File: src/rtl/sb_pkg.sv
// Shared constants, FSM encoding and entry-field helpers for the posted-store buffer.
package sb_pkg;

  localparam int SB_DATA_W  = 32;
  localparam int SB_BYTES_W = 4;
  localparam int SB_SIZE_W  = 3;

  typedef enum logic [1:0] {
    SB_IDLE   = 2'd0,
    SB_ACTIVE = 2'd1,
    SB_FLUSH  = 2'd2
  } sb_state_e;

  function automatic logic [SB_SIZE_W-1:0] size_bytes(input logic is_byte);
    return is_byte ? SB_SIZE_W'(1) : SB_SIZE_W'(SB_BYTES_W);
  endfunction

endpackage

File: src/rtl/sb_overlap_check.sv
// Compares one buffered store against the current load footprint, with addresses
// wrapping modulo 2^MEM_AW exactly as the data memory does.
module sb_overlap_check
  import sb_pkg::*;
#(
  parameter int MEM_AW = 8
) (
  input  logic              e_valid,
  input  logic              e_sbyte,
  input  logic [MEM_AW-1:0] e_addr,
  input  logic              ld_byte,
  input  logic [MEM_AW-1:0] ld_addr,
  output logic              overlap,
  output logic              full_cover,
  output logic [1:0]        byte_off
);

  logic [MEM_AW-1:0]    fwd_dist;
  logic [MEM_AW-1:0]    back_dist;
  logic [SB_SIZE_W-1:0] e_size;
  logic [SB_SIZE_W-1:0] ld_size;

  assign e_size    = size_bytes(e_sbyte);
  assign ld_size   = size_bytes(ld_byte);
  assign fwd_dist  = ld_addr - e_addr;
  assign back_dist = e_addr - ld_addr;

  // Two byte ranges intersect iff one start lies inside the other range.
  assign overlap    = e_valid && ((fwd_dist < MEM_AW'(e_size)) ||
                                  (back_dist < MEM_AW'(ld_size)));
  assign full_cover = e_valid && (e_size >= ld_size) &&
                      (fwd_dist <= MEM_AW'(e_size - ld_size));
  assign byte_off   = fwd_dist[1:0];

endmodule

File: src/rtl/store_buffer.sv
// Posted-store FIFO between MEM stage and data memory; loads have port priority.
// Build option: define SB_FORWARD_EN to forward fully-covered load bytes from pending stores.
module store_buffer
  import sb_pkg::*;
#(
  parameter int DEPTH  = 4,
  parameter int ADDR_W = 32,
  parameter int MEM_AW = 8
) (
  input  logic                 clk,
  input  logic                 rst,
  input  logic                 i_SB_stValid,
  input  logic                 i_SB_sByte,
  input  logic [ADDR_W-1:0]    i_SB_addr,
  input  logic [SB_DATA_W-1:0] i_SB_wData,
  output logic                 o_SB_stReady,
  input  logic                 i_SB_ldValid,
  input  logic                 i_SB_ldByte,
  input  logic [ADDR_W-1:0]    i_SB_ldAddr,
  output logic [SB_DATA_W-1:0] o_SB_ldData,
  output logic                 o_SB_ldStall,
  input  logic                 i_SB_flush,
  output logic                 o_SB_flushDone,
  output logic                 o_SB_empty,
  output logic                 o_SB_dMemWe,
  output logic                 o_SB_memSByte,
  output logic [ADDR_W-1:0]    o_SB_memAddr,
  output logic [SB_DATA_W-1:0] o_SB_memWData,
  input  logic [SB_DATA_W-1:0] i_SB_memRData
);

  localparam int PTR_W = $clog2(DEPTH);

  logic [DEPTH-1:0]     e_valid;
  logic                 e_sbyte [DEPTH];
  logic [ADDR_W-1:0]    e_addr  [DEPTH];
  logic [SB_DATA_W-1:0] e_data  [DEPTH];

  logic [PTR_W-1:0]     head, tail, scan_idx, sel_idx;
  logic [PTR_W:0]       count;
  sb_state_e            state, state_nxt;

  logic [DEPTH-1:0]      ov, cov;
  logic [DEPTH-1:0][1:0] offs;
  logic                  hit, ld_block, ld_fire, push, pop;

  for (genvar g = 0; g < DEPTH; g++) begin : g_ovl
    sb_overlap_check #(.MEM_AW(MEM_AW)) u_ovl (
      .e_valid   (e_valid[g]),
      .e_sbyte   (e_sbyte[g]),
      .e_addr    (e_addr[g][MEM_AW-1:0]),
      .ld_byte   (i_SB_ldByte),
      .ld_addr   (i_SB_ldAddr[MEM_AW-1:0]),
      .overlap   (ov[g]),
      .full_cover(cov[g]),
      .byte_off  (offs[g])
    );
  end

  // Scan oldest to youngest so the youngest overlapping entry wins.
  always_comb begin
    hit      = 1'b0;
    sel_idx  = '0;
    scan_idx = '0;
    for (int k = 0; k < DEPTH; k++) begin
      scan_idx = head + PTR_W'(k);
      if (ov[scan_idx]) begin
        hit     = 1'b1;
        sel_idx = scan_idx;
      end
    end
  end

`ifdef SB_FORWARD_EN
  logic [SB_DATA_W-1:0] fwd_word, fwd_data;
  logic [1:0]           sel_off;

  assign fwd_word = e_data[sel_idx];
  assign sel_off  = offs[sel_idx];
  assign ld_block = hit && !cov[sel_idx];

  always_comb begin
    fwd_data = fwd_word;
    if (e_sbyte[sel_idx])
      fwd_data = {24'd0, fwd_word[7:0]};
    else if (i_SB_ldByte)
      fwd_data = {24'd0, fwd_word[{sel_off, 3'b000} +: 8]};
  end

  assign o_SB_ldData = (i_SB_ldValid && hit && cov[sel_idx]) ? fwd_data : i_SB_memRData;
`else
  logic unused_fwd;
  assign unused_fwd  = ^{cov, offs, sel_idx};
  assign ld_block    = hit;
  assign o_SB_ldData = i_SB_memRData;
`endif

  assign o_SB_ldStall = i_SB_ldValid && ld_block;
  assign ld_fire      = i_SB_ldValid && !o_SB_ldStall;
  assign o_SB_stReady = (count < (PTR_W+1)'(DEPTH)) && (state != SB_FLUSH);
  assign push         = i_SB_stValid && o_SB_stReady;
  // A stalled load yields the port, so the blocking entry always drains.
  assign pop          = (count != '0) && !ld_fire;
  assign o_SB_empty   = (count == '0);

  assign o_SB_dMemWe   = pop;
  assign o_SB_memAddr  = ld_fire ? i_SB_ldAddr : e_addr[head];
  assign o_SB_memSByte = ld_fire ? i_SB_ldByte : e_sbyte[head];
  assign o_SB_memWData = e_data[head];

  always_ff @(posedge clk or posedge rst) begin
    if (rst) begin
      head    <= '0;
      tail    <= '0;
      count   <= '0;
      e_valid <= '0;
      state   <= SB_IDLE;
    end else begin
      state <= state_nxt;
      if (pop) begin
        e_valid[head] <= 1'b0;
        head          <= head + 1'b1;
      end
      if (push) begin
        e_valid[tail] <= 1'b1;
        tail          <= tail + 1'b1;
      end
      case ({push, pop})
        2'b10:   count <= count + 1'b1;
        2'b01:   count <= count - 1'b1;
        default: count <= count;
      endcase
    end
  end

  always_ff @(posedge clk) begin
    if (push) begin
      e_sbyte[tail] <= i_SB_sByte;
      e_addr[tail]  <= i_SB_addr;
      e_data[tail]  <= i_SB_wData;
    end
  end

  always_comb begin
    state_nxt      = state;
    o_SB_flushDone = 1'b0;
    case (state)
      SB_IDLE: begin
        if (i_SB_flush)  state_nxt = SB_FLUSH;
        else if (push)   state_nxt = SB_ACTIVE;
      end
      SB_ACTIVE: begin
        if (i_SB_flush)  state_nxt = SB_FLUSH;
        else if (pop && !push && count == (PTR_W+1)'(1)) state_nxt = SB_IDLE;
      end
      SB_FLUSH: begin
        if (count == '0) begin
          state_nxt      = SB_IDLE;
          o_SB_flushDone = 1'b1;
        end
      end
      default: state_nxt = SB_IDLE;
    endcase
  end

endmodule

File: config.mk
export PLATFORM = sky130hd
export DESIGN_NAME = store_buffer
export DESIGN_NICKNAME = d
export VERILOG_FILES = /design/src/rtl/sb_pkg.sv /design/src/rtl/sb_overlap_check.sv /design/src/rtl/store_buffer.sv
export SDC_FILE = /design/constraint.sdc
export NUM_CORES = 1
export LEC_CHECK = 0
export ABC_AREA = 1
export ABC_CLOCK_PERIOD_IN_PS = 3700
export CAP_MARGIN = 20
export CORE_MARGIN = 3
export CORE_UTILIZATION = 50
export CTS_CLUSTER_DIAMETER = 100
export DETAILED_ROUTE_END_ITERATION = 6
export HOLD_SLACK_MARGIN = 0.02
export PLACE_DENSITY = 0.88
export RECOVER_POWER = 25
export SYNTH_ARGS = -nofsm -noshare
export SYNTH_HDL_FRONTEND = slang
export SYNTH_SLANG_ARGS = --single-unit
File: constraint.sdc
create_clock -name clk -period 3.7 [get_ports clk]
set_input_delay 0.74 -clock clk [delete_from_list [all_inputs] [get_ports clk]]
set_output_delay 0.74 -clock clk [all_outputs]
set_load 0.03 [all_outputs]
==> results.sh, run 1 <==
export IMPL_worstPathRequired_ns=2.96
export IMPL_r2r_start="e_addr[2][0]$_DFFE_PP_"
export IMPL_wl_um=42800
export IMPL_violations="setup timing"
export IMPL_synth_simple_area_share_pct=15.9
export IMPL_wire_per_inst_um=20.8
export IMPL_critical_path_class="flip-flop to output port"
export IMPL_power_uw=12400
export IMPL_drtAntennaViolNets=0
export IMPL_nets=1869
export IMPL_path_clk_slew_ns=0.06
export IMPL_die_h_um=174
export IMPL_tns_ns=-23.54
export IMPL_min_path_cells=1
export IMPL_grt_ovfl_total=0
export IMPL_critPathArrivalTime_ns=3.69
export IMPL_postSynth_asyncResetShare_pct=4.76
export IMPL_netlist_instances=1396
export IMPL_holdCritPathClass="flip-flop to flip-flop"
export IMPL_slew_violations=0
export IMPL_vias_per_cell=5.63
export IMPL_dr_pass1_iters=5
export IMPL_worstHoldStart="state[1]$_DFFE_PP0P_"
export IMPL_hold_buffers=0
export IMPL_start_util_pct=51.6
export IMPL_setup_viol=37
export IMPL_worst_setup_path_end_kind="output port"
export IMPL_placed_cells=1955
export IMPL_gp_congestion=0.913
export IMPL_synth_fa_ha_area_share_pct=7.97
export IMPL_yosys_area_top_type="edfxtp_1"
export IMPL_synth_top_family_by_area="simple AND/OR/NAND/NOR gates"
export IMPL_worstMarginPinSlew_ns=0.695
export IMPL_drtIter0Drc=1138
export IMPL_syn_area_mm2=0.0141
export IMPL_synth_nets=1616
export IMPL_rows=60
export IMPL_ys_ff_latch=273
export IMPL_cts_tree="built"
export IMPL_die_area_mm2=0.0303
export IMPL_r2r_cells=26
export IMPL_htree_levels=1
export IMPL_max_freq_mhz=226
export IMPL_avgSynthCellArea_um2=10.1
export IMPL_synth_ff_type="edfxtp_1"
export IMPL_clock_sinks=273
export IMPL_dieWidth_um=174
export IMPL_drc_errors=0
export IMPL_coreArea_mm2=0.0273
export IMPL_grt_max_degree=148
export IMPL_ys_top_cells_by_area="edfxtp_1 55%, nand2_1 8.5%, ha_1 6.8%"
export IMPL_cts_path_max_buffers=3
export IMPL_dp_hpwl_um=25200
export IMPL_cp_max_fo=7
export IMPL_final_core_util_pct=69.6
export IMPL_crit_reg2reg_capture="count[2]$_DFFE_PP0P_"
export IMPL_grt_pass1_vias=11600
export IMPL_yosysMostFrequentCell="nand2_1"
export IMPL_ys_seq_area_share_pct=57.7
export IMPL_vdd_drop_max_mv=0.550
export IMPL_finalNonFillerCells=2054
export IMPL_areaGrowthSynthToFinish_pct=34.8
export IMPL_drive_gt1_share_pct=23.5
export IMPL_antenna_found_initial=16
export IMPL_synth_edf_count=260
export IMPL_ioPinCount=237
export IMPL_fin_crit_sh_pct=120
export IMPL_place_port_buffers=172
export IMPL_netlist_area_leader_share_pct=55.3
export IMPL_grt_pass1_wl_um=62500
export IMPL_yosys_warnings=0
export IMPL_p_leak_uw=0.00770
export IMPL_synthMuxAreaShare_pct=0
export IMPL_synth_compound_area_share_pct=10.2
export IMPL_numCtsBuffers=28
export IMPL_synth_xor_area_share_pct=0.993
export IMPL_layout_setup_ws_ns=-0.727
export IMPL_yosys_top_cells_count="319 x nand2_1, 260 x edfxtp_1, 130 x inv_1, 122 x nor2_1, 92 x a21oi_1"
export IMPL_maxSlewHeadroom_pct=53.7
export IMPL_vias=11600
export IMPL_max_cap_viol_count=0
export IMPL_rrSetupSlack_ns=-0.03
export IMPL_power_density_mw_per_mm2=650
export IMPL_synth_distinct_cells=30
export IMPL_clock_skew_final_ns=0.0374
export IMPL_rsz0062_at_grt="true"
export IMPL_status="finished, violations left"
export IMPL_finalCriticalPeriod_ns=4.43
export IMPL_grtUsageTotal_pct=25.9
export IMPL_critPathLaunchType="flip-flop"
export IMPL_hold_violations=0
export IMPL_root_buffer="clkbuf_16"
export IMPL_clkLatencyLatePin_ns=0.57
export IMPL_min_to="state[1]$_DFFE_PP0P_"
[what timing repair did]
action	CTS	global route
setup buffers	18	11
gates cloned	4	3
pin swaps	4	29
hold endpoints to repair	0	0
resized for setup	118	86
endpoints found under the setup margin	39	39
[metrics by stage]
stage / worst slack [ns] / hold slack [ns] / instance area, um2
after floorplan: -0.107 / 0.442 / 14300
after global placement: -0.995 / 0.457 / 16800
after detailed placement: -1.07 / 0.467 / 16800
after CTS: -0.542 / 0.480 / 18500
after global routing: -0.861 / 0.497 / 19000
final: -0.727 / 0.480 / 19000
[registers in the layout (all words and copies together) (netlist names)]
register  flops
e_addr      128
e_data      128
e_sbyte       4
e_valid       4
count         3
head          2
state         2
tail          2
[metal layers]
| metal | part of all wire (%) | GRT usage [%] | up-vias |
|---|---|---|---|
| met5 | 0.16 | 0 | - |
| li1 | - | - | 5284 |
| met1 | 38 | 31.4 | 5535 |
| met3 | 9.1 | 6.62 | 155 |
| met2 | 49 | 44.3 | 579 |
| met4 | 4.4 | 10.6 | 10 |
[critical path: stages (launching register included)]
cell       delay (ns)
edfxtp_1         0.44
inv_2            0.12
ha_4             0.16
inv_4            0.04
fa_2             0.38
buf_4            0.14
buf_4            0.13
nand2_2          0.05
nand3_2          0.09
nand3_2          0.08
nand3_1          0.07
nand2_1          0.08
nor2_1           0.05
nand2_1          0.06
nand2_1          0.05
nand2_1          0.07
nand2_2          0.08
nor2_4           0.18
nand2_8          0.08
buf_12           0.18
clkbuf_16        0.18
buf_8            0.13
a21oi_4          0.13
buf_6            0.15
[cell usage in the layout, fill, tap and decap left out, drive strengths merged, types with 8 or more instances in the layout]
master,n
nor2,128
nand2,323
fa,8
ha,77
a32o,25
xor2,14
clkinv,16
o22ai,34
inv,132
buf,203
edfxtp,260
a21oi,97
o21ai,91
dfrtp,13
diode,11
dlygate4sd3,41
nand3,89
clkbuf,36
clkdlybuf4s50,57
[how the worst max path moves through the flow]
stage,start,endpoint
global route,e_addr[2][0]$_DFFE_PP_,o_SB_memAddr[17]
detailed placement,i_SB_ldAddr[0],o_SB_memAddr[17]
floorplan,i_SB_ldAddr[1],o_SB_memAddr[3]
global placement,i_SB_ldAddr[0],o_SB_memAddr[16]
CTS,e_addr[3][0]$_DFFE_PP_,o_SB_memAddr[9]
finish,e_addr[2][0]$_DFFE_PP_,o_SB_memAddr[17]
[kinds of logic (layout without fill, tap and decap cells)]
family | Yosys count | in the layout
xor+xnor | 16 | 16
flops | 273 | 273
fa+ha+maj | 85 | 85
compound gates | 249 | 249
buf+inv | 221 | 496
simple gates | 552 | 552
other cells | 0 | 11
[power breakdown]
part / internal, uW / switching (uW) / leakage [uW] / total (uW)
registers: 3720 / 131 / 0.00251 / 3850
clock network: 1560 / 1230 / 0.000442 / 2790
logic: 2130 / 3580 / 0.00475 / 5720
[layout make-up]
class                           instances  area (um2)
Fill cell                            1874        8320
Multi-Input combinational cell        902        5770
Clock inverter                         19         175
Inverter                              135         533
Timing Repair Buffer                  309        3170
Tap cell                              372         465
Antenna cell                           11        27.5
Sequential cell                       273        8140
Clock buffer                           33         729
Power figures use the tool's default switching activity.
==> run 2, diff against run 1 <==
--- a/config.mk
+++ b/config.mk
@@ -15,6 +15,7 @@
 export HOLD_SLACK_MARGIN = 0.02
 export PLACE_DENSITY = 0.88
 export RECOVER_POWER = 25
+export REMOVE_ABC_BUFFERS = 1
 export SYNTH_ARGS = -nofsm -noshare
 export SYNTH_HDL_FRONTEND = slang
 export SYNTH_SLANG_ARGS = --single-unit
==> results.sh, run 2 (same netlist as run 1, synthesis figures left out) <==
export IMPL_vdd_drop_max_mv=0.626
export IMPL_gp_congestion=0.923
export IMPL_placed_cells=1937
export IMPL_tns_ns=-16.05
export IMPL_p_sw_uw=4580
export IMPL_reg_largest_list="e_addr: 128 flops, e_data: 128 flops"
export IMPL_power_uw=11600
export IMPL_maxSlewHeadroom_pct=50.9
export IMPL_fin_crit_sh_pct=115
export IMPL_status="finished, violations left"
export IMPL_grt_pass1_wl_um=59600
export IMPL_critPathLaunchType="flip-flop"
export IMPL_holdCritPathClass="flip-flop to flip-flop"
export IMPL_worstMarginPinSlew_ns=0.736
export IMPL_nets=1834
export IMPL_clock_sinks=273
export IMPL_vias_per_cell=5.54
export IMPL_startpoint="e_addr[0][0]$_DFFE_PP_"
export IMPL_cp_slowest_cell="edfxtp_1"
export IMPL_numCtsBuffers=26
export IMPL_wire_per_inst_um=19.1
export IMPL_seq_power_share_pct=33.2
export IMPL_cts_path_max_buffers=3
export IMPL_p_leak_uw=0.00738
export IMPL_cp_max_fo=5
export IMPL_post_place_ws_ns=-1.01
export IMPL_slew_violations=0
export IMPL_violations="setup timing"
export IMPL_grt_pass1_vias=11500
export IMPL_final_common_cell="nand2_1"
export IMPL_antenna_found_initial=11
export IMPL_drive_gt1_share_pct=21.6
export IMPL_grtUsageTotal_pct=24.5
export IMPL_swShare_pct=39.3
export IMPL_worst_path_buf_inv=5
export IMPL_areaGrowthSynthToFinish_pct=29.7
export IMPL_power_density_mw_per_mm2=637
export IMPL_finalCriticalPeriod_ns=4.24
export IMPL_die_area_mm2=0.0303
export IMPL_critical_path_class="flip-flop to output port"
export IMPL_layout_common_cells="315 x nand2_1, 260 x edfxtp_1, 123 x buf_4, 112 x inv_1, 102 x nor2_1"
export IMPL_slowest_delay_ns=0.42
export IMPL_hold_buffers=0
export IMPL_grt_ovfl_total=0
export IMPL_worst_setup_path_end_kind="output port"
export IMPL_die_h_um=174
export IMPL_comb_power_share_pct=45.4
export IMPL_finalNonFillerCells=2010
export IMPL_dieWidth_um=174
export IMPL_clkLatencyLatePin_ns=0.52
export IMPL_worstHoldStart="state[1]$_DFFE_PP0P_"
export IMPL_hold_violations=0
export IMPL_r2r_start="e_addr[1][0]$_DFFE_PP_"
export IMPL_max_cap_viol_count=0
export IMPL_drtIter0Drc=851
export IMPL_htree_levels=1
export IMPL_cp_common_cell="nand2_1"
export IMPL_layout_setup_ws_ns=-0.537
export IMPL_ioPinCount=237
export IMPL_drtAntennaViolNets=0
export IMPL_n_fill_cell=1989
export IMPL_path_cells="inv_2, ha_4, inv_2, fa_2, xor2_1, ha_1, a21oi_2, nand3_2, nor2_1, nand2_1, nand2_1, nand2_1, nand2_2, nor2_4, nand2_8, buf_12, clkbuf_16, nor2_4, a21oi_4, buf_6"
export IMPL_dp_hpwl_um=25100
export IMPL_vias=11100
export IMPL_intPower_uw=7070
export IMPL_max_freq_mhz=236
export IMPL_cp_top_family="adder cells"
export IMPL_p_clk_share_pct=21.4
export IMPL_coreArea_mm2=0.0273
export IMPL_critPathArrivalTime_ns=3.50
export IMPL_fin_worst_hold_slack_ns=0.499
export IMPL_place_port_buffers=172
export IMPL_wl_um=38300
export IMPL_start_util_pct=51.6
export IMPL_cts_tree="built"
export IMPL_dr_pass1_iters=5
export IMPL_setup_viol=35
export IMPL_drc_errors=0
export IMPL_path_clk_slew_ns=0.06
export IMPL_rsz0062_at_grt="true"
export IMPL_grt_max_degree=148
export IMPL_root_buffer="clkbuf_16"
export IMPL_worstPathRequired_ns=2.96
export IMPL_clock_skew_final_ns=0.0103
export IMPL_rows=60
## run 2: worst paths after layout
check	to	slack (ns)	depth (start not counted)
setup reg to reg	count[2]$_DFFE_PP0P_	0.03	26
hold / removal	state[1]$_DFFE_PP0P_	0.50	1
setup / recovery	o_SB_memAddr[7]	-0.54	20
min in group asynchronous	count[2]$_DFFE_PP0P_	0.55	2
max in group asynchronous	head[0]$_DFFE_PP0N_	2.76	2
hold reg to reg	state[1]$_DFFE_PP0P_	0.50	1
## run 2: what timing repair did
item / 4_1_cts / 5_1_grt
pin swaps: 15 / 7
gates resized for setup: 130 / 81
endpoints found under the setup margin: 38 / 38
setup buffers: 12 / 6
gates cloned: 3 / 1
## run 2: power by group through the flow
stage / clock network, uW / registers (uW) / logic [uW]
5_1_grt: 2650 / 3890 / 5700
2_1_floorplan: 0 / 4040 / 2720
3_3_place_gp: 0 / 3900 / 4600
4_1_cts: 2530 / 3860 / 5030
6_report: 2490 / 3860 / 5290
3_5_place_dp: 0 / 3920 / 4730
## run 2: layer usage
layer	global-route usage [%]	up-vias	part of all wire [%]
met3	6.33	71	8.9
met2	41.7	509	50
met5	0.321	-	0.17
met4	6.67	12	2.0
met1	31.2	5320	39
li1	-	5216	-
## run 2: cell type report
type | count | area [um2] | area share (%)
antenna | 5 | 12.5 | 0.0684
clock buffer | 30 | 687 | 3.76
clock inverter | 17 | 116 | 0.636
inverter | 135 | 532 | 2.91
multi-input combinational | 902 | 5680 | 31.1
sequential | 273 | 8140 | 44.5
tap | 372 | 465 | 2.54
timing repair buffer | 276 | 2660 | 14.5
## run 2: metrics by stage
| step | cell area [um2] | utilization [%] |
|---|---|---|
| after floorplan | 13600 | - |
| after global placement | 16300 | 59.8 |
| after detailed placement | 16300 | 59.8 |
| after CTS | 17900 | 65.5 |
| after global routing | 18300 | 66.9 |
| final | 18300 | 66.9 |
## run 2: worst reg2reg max path, stage by stage (launching register included)
cell and delay [ns]:
edfxtp_1 0.44, inv_1 0.09, ha_2 0.17, inv_2 0.05, fa_2 0.37, xor2_2 0.19, ha_1 0.29, a21oi_2 0.05
nand3_1 0.08, nor2_1 0.04, nand2_1 0.05, nand2_1 0.05, nand2_1 0.06, nand2_2 0.07, nor2_4 0.17, nand2_8 0.12
buf_12 0.17, buf_4 0.14, nand2_4 0.06, inv_4 0.05, buf_4 0.12, buf_4 0.13, ha_4 0.26, nor2_1 0.03
o21ai_1 0.10, xor2_1 0.17, inv_1 0.05
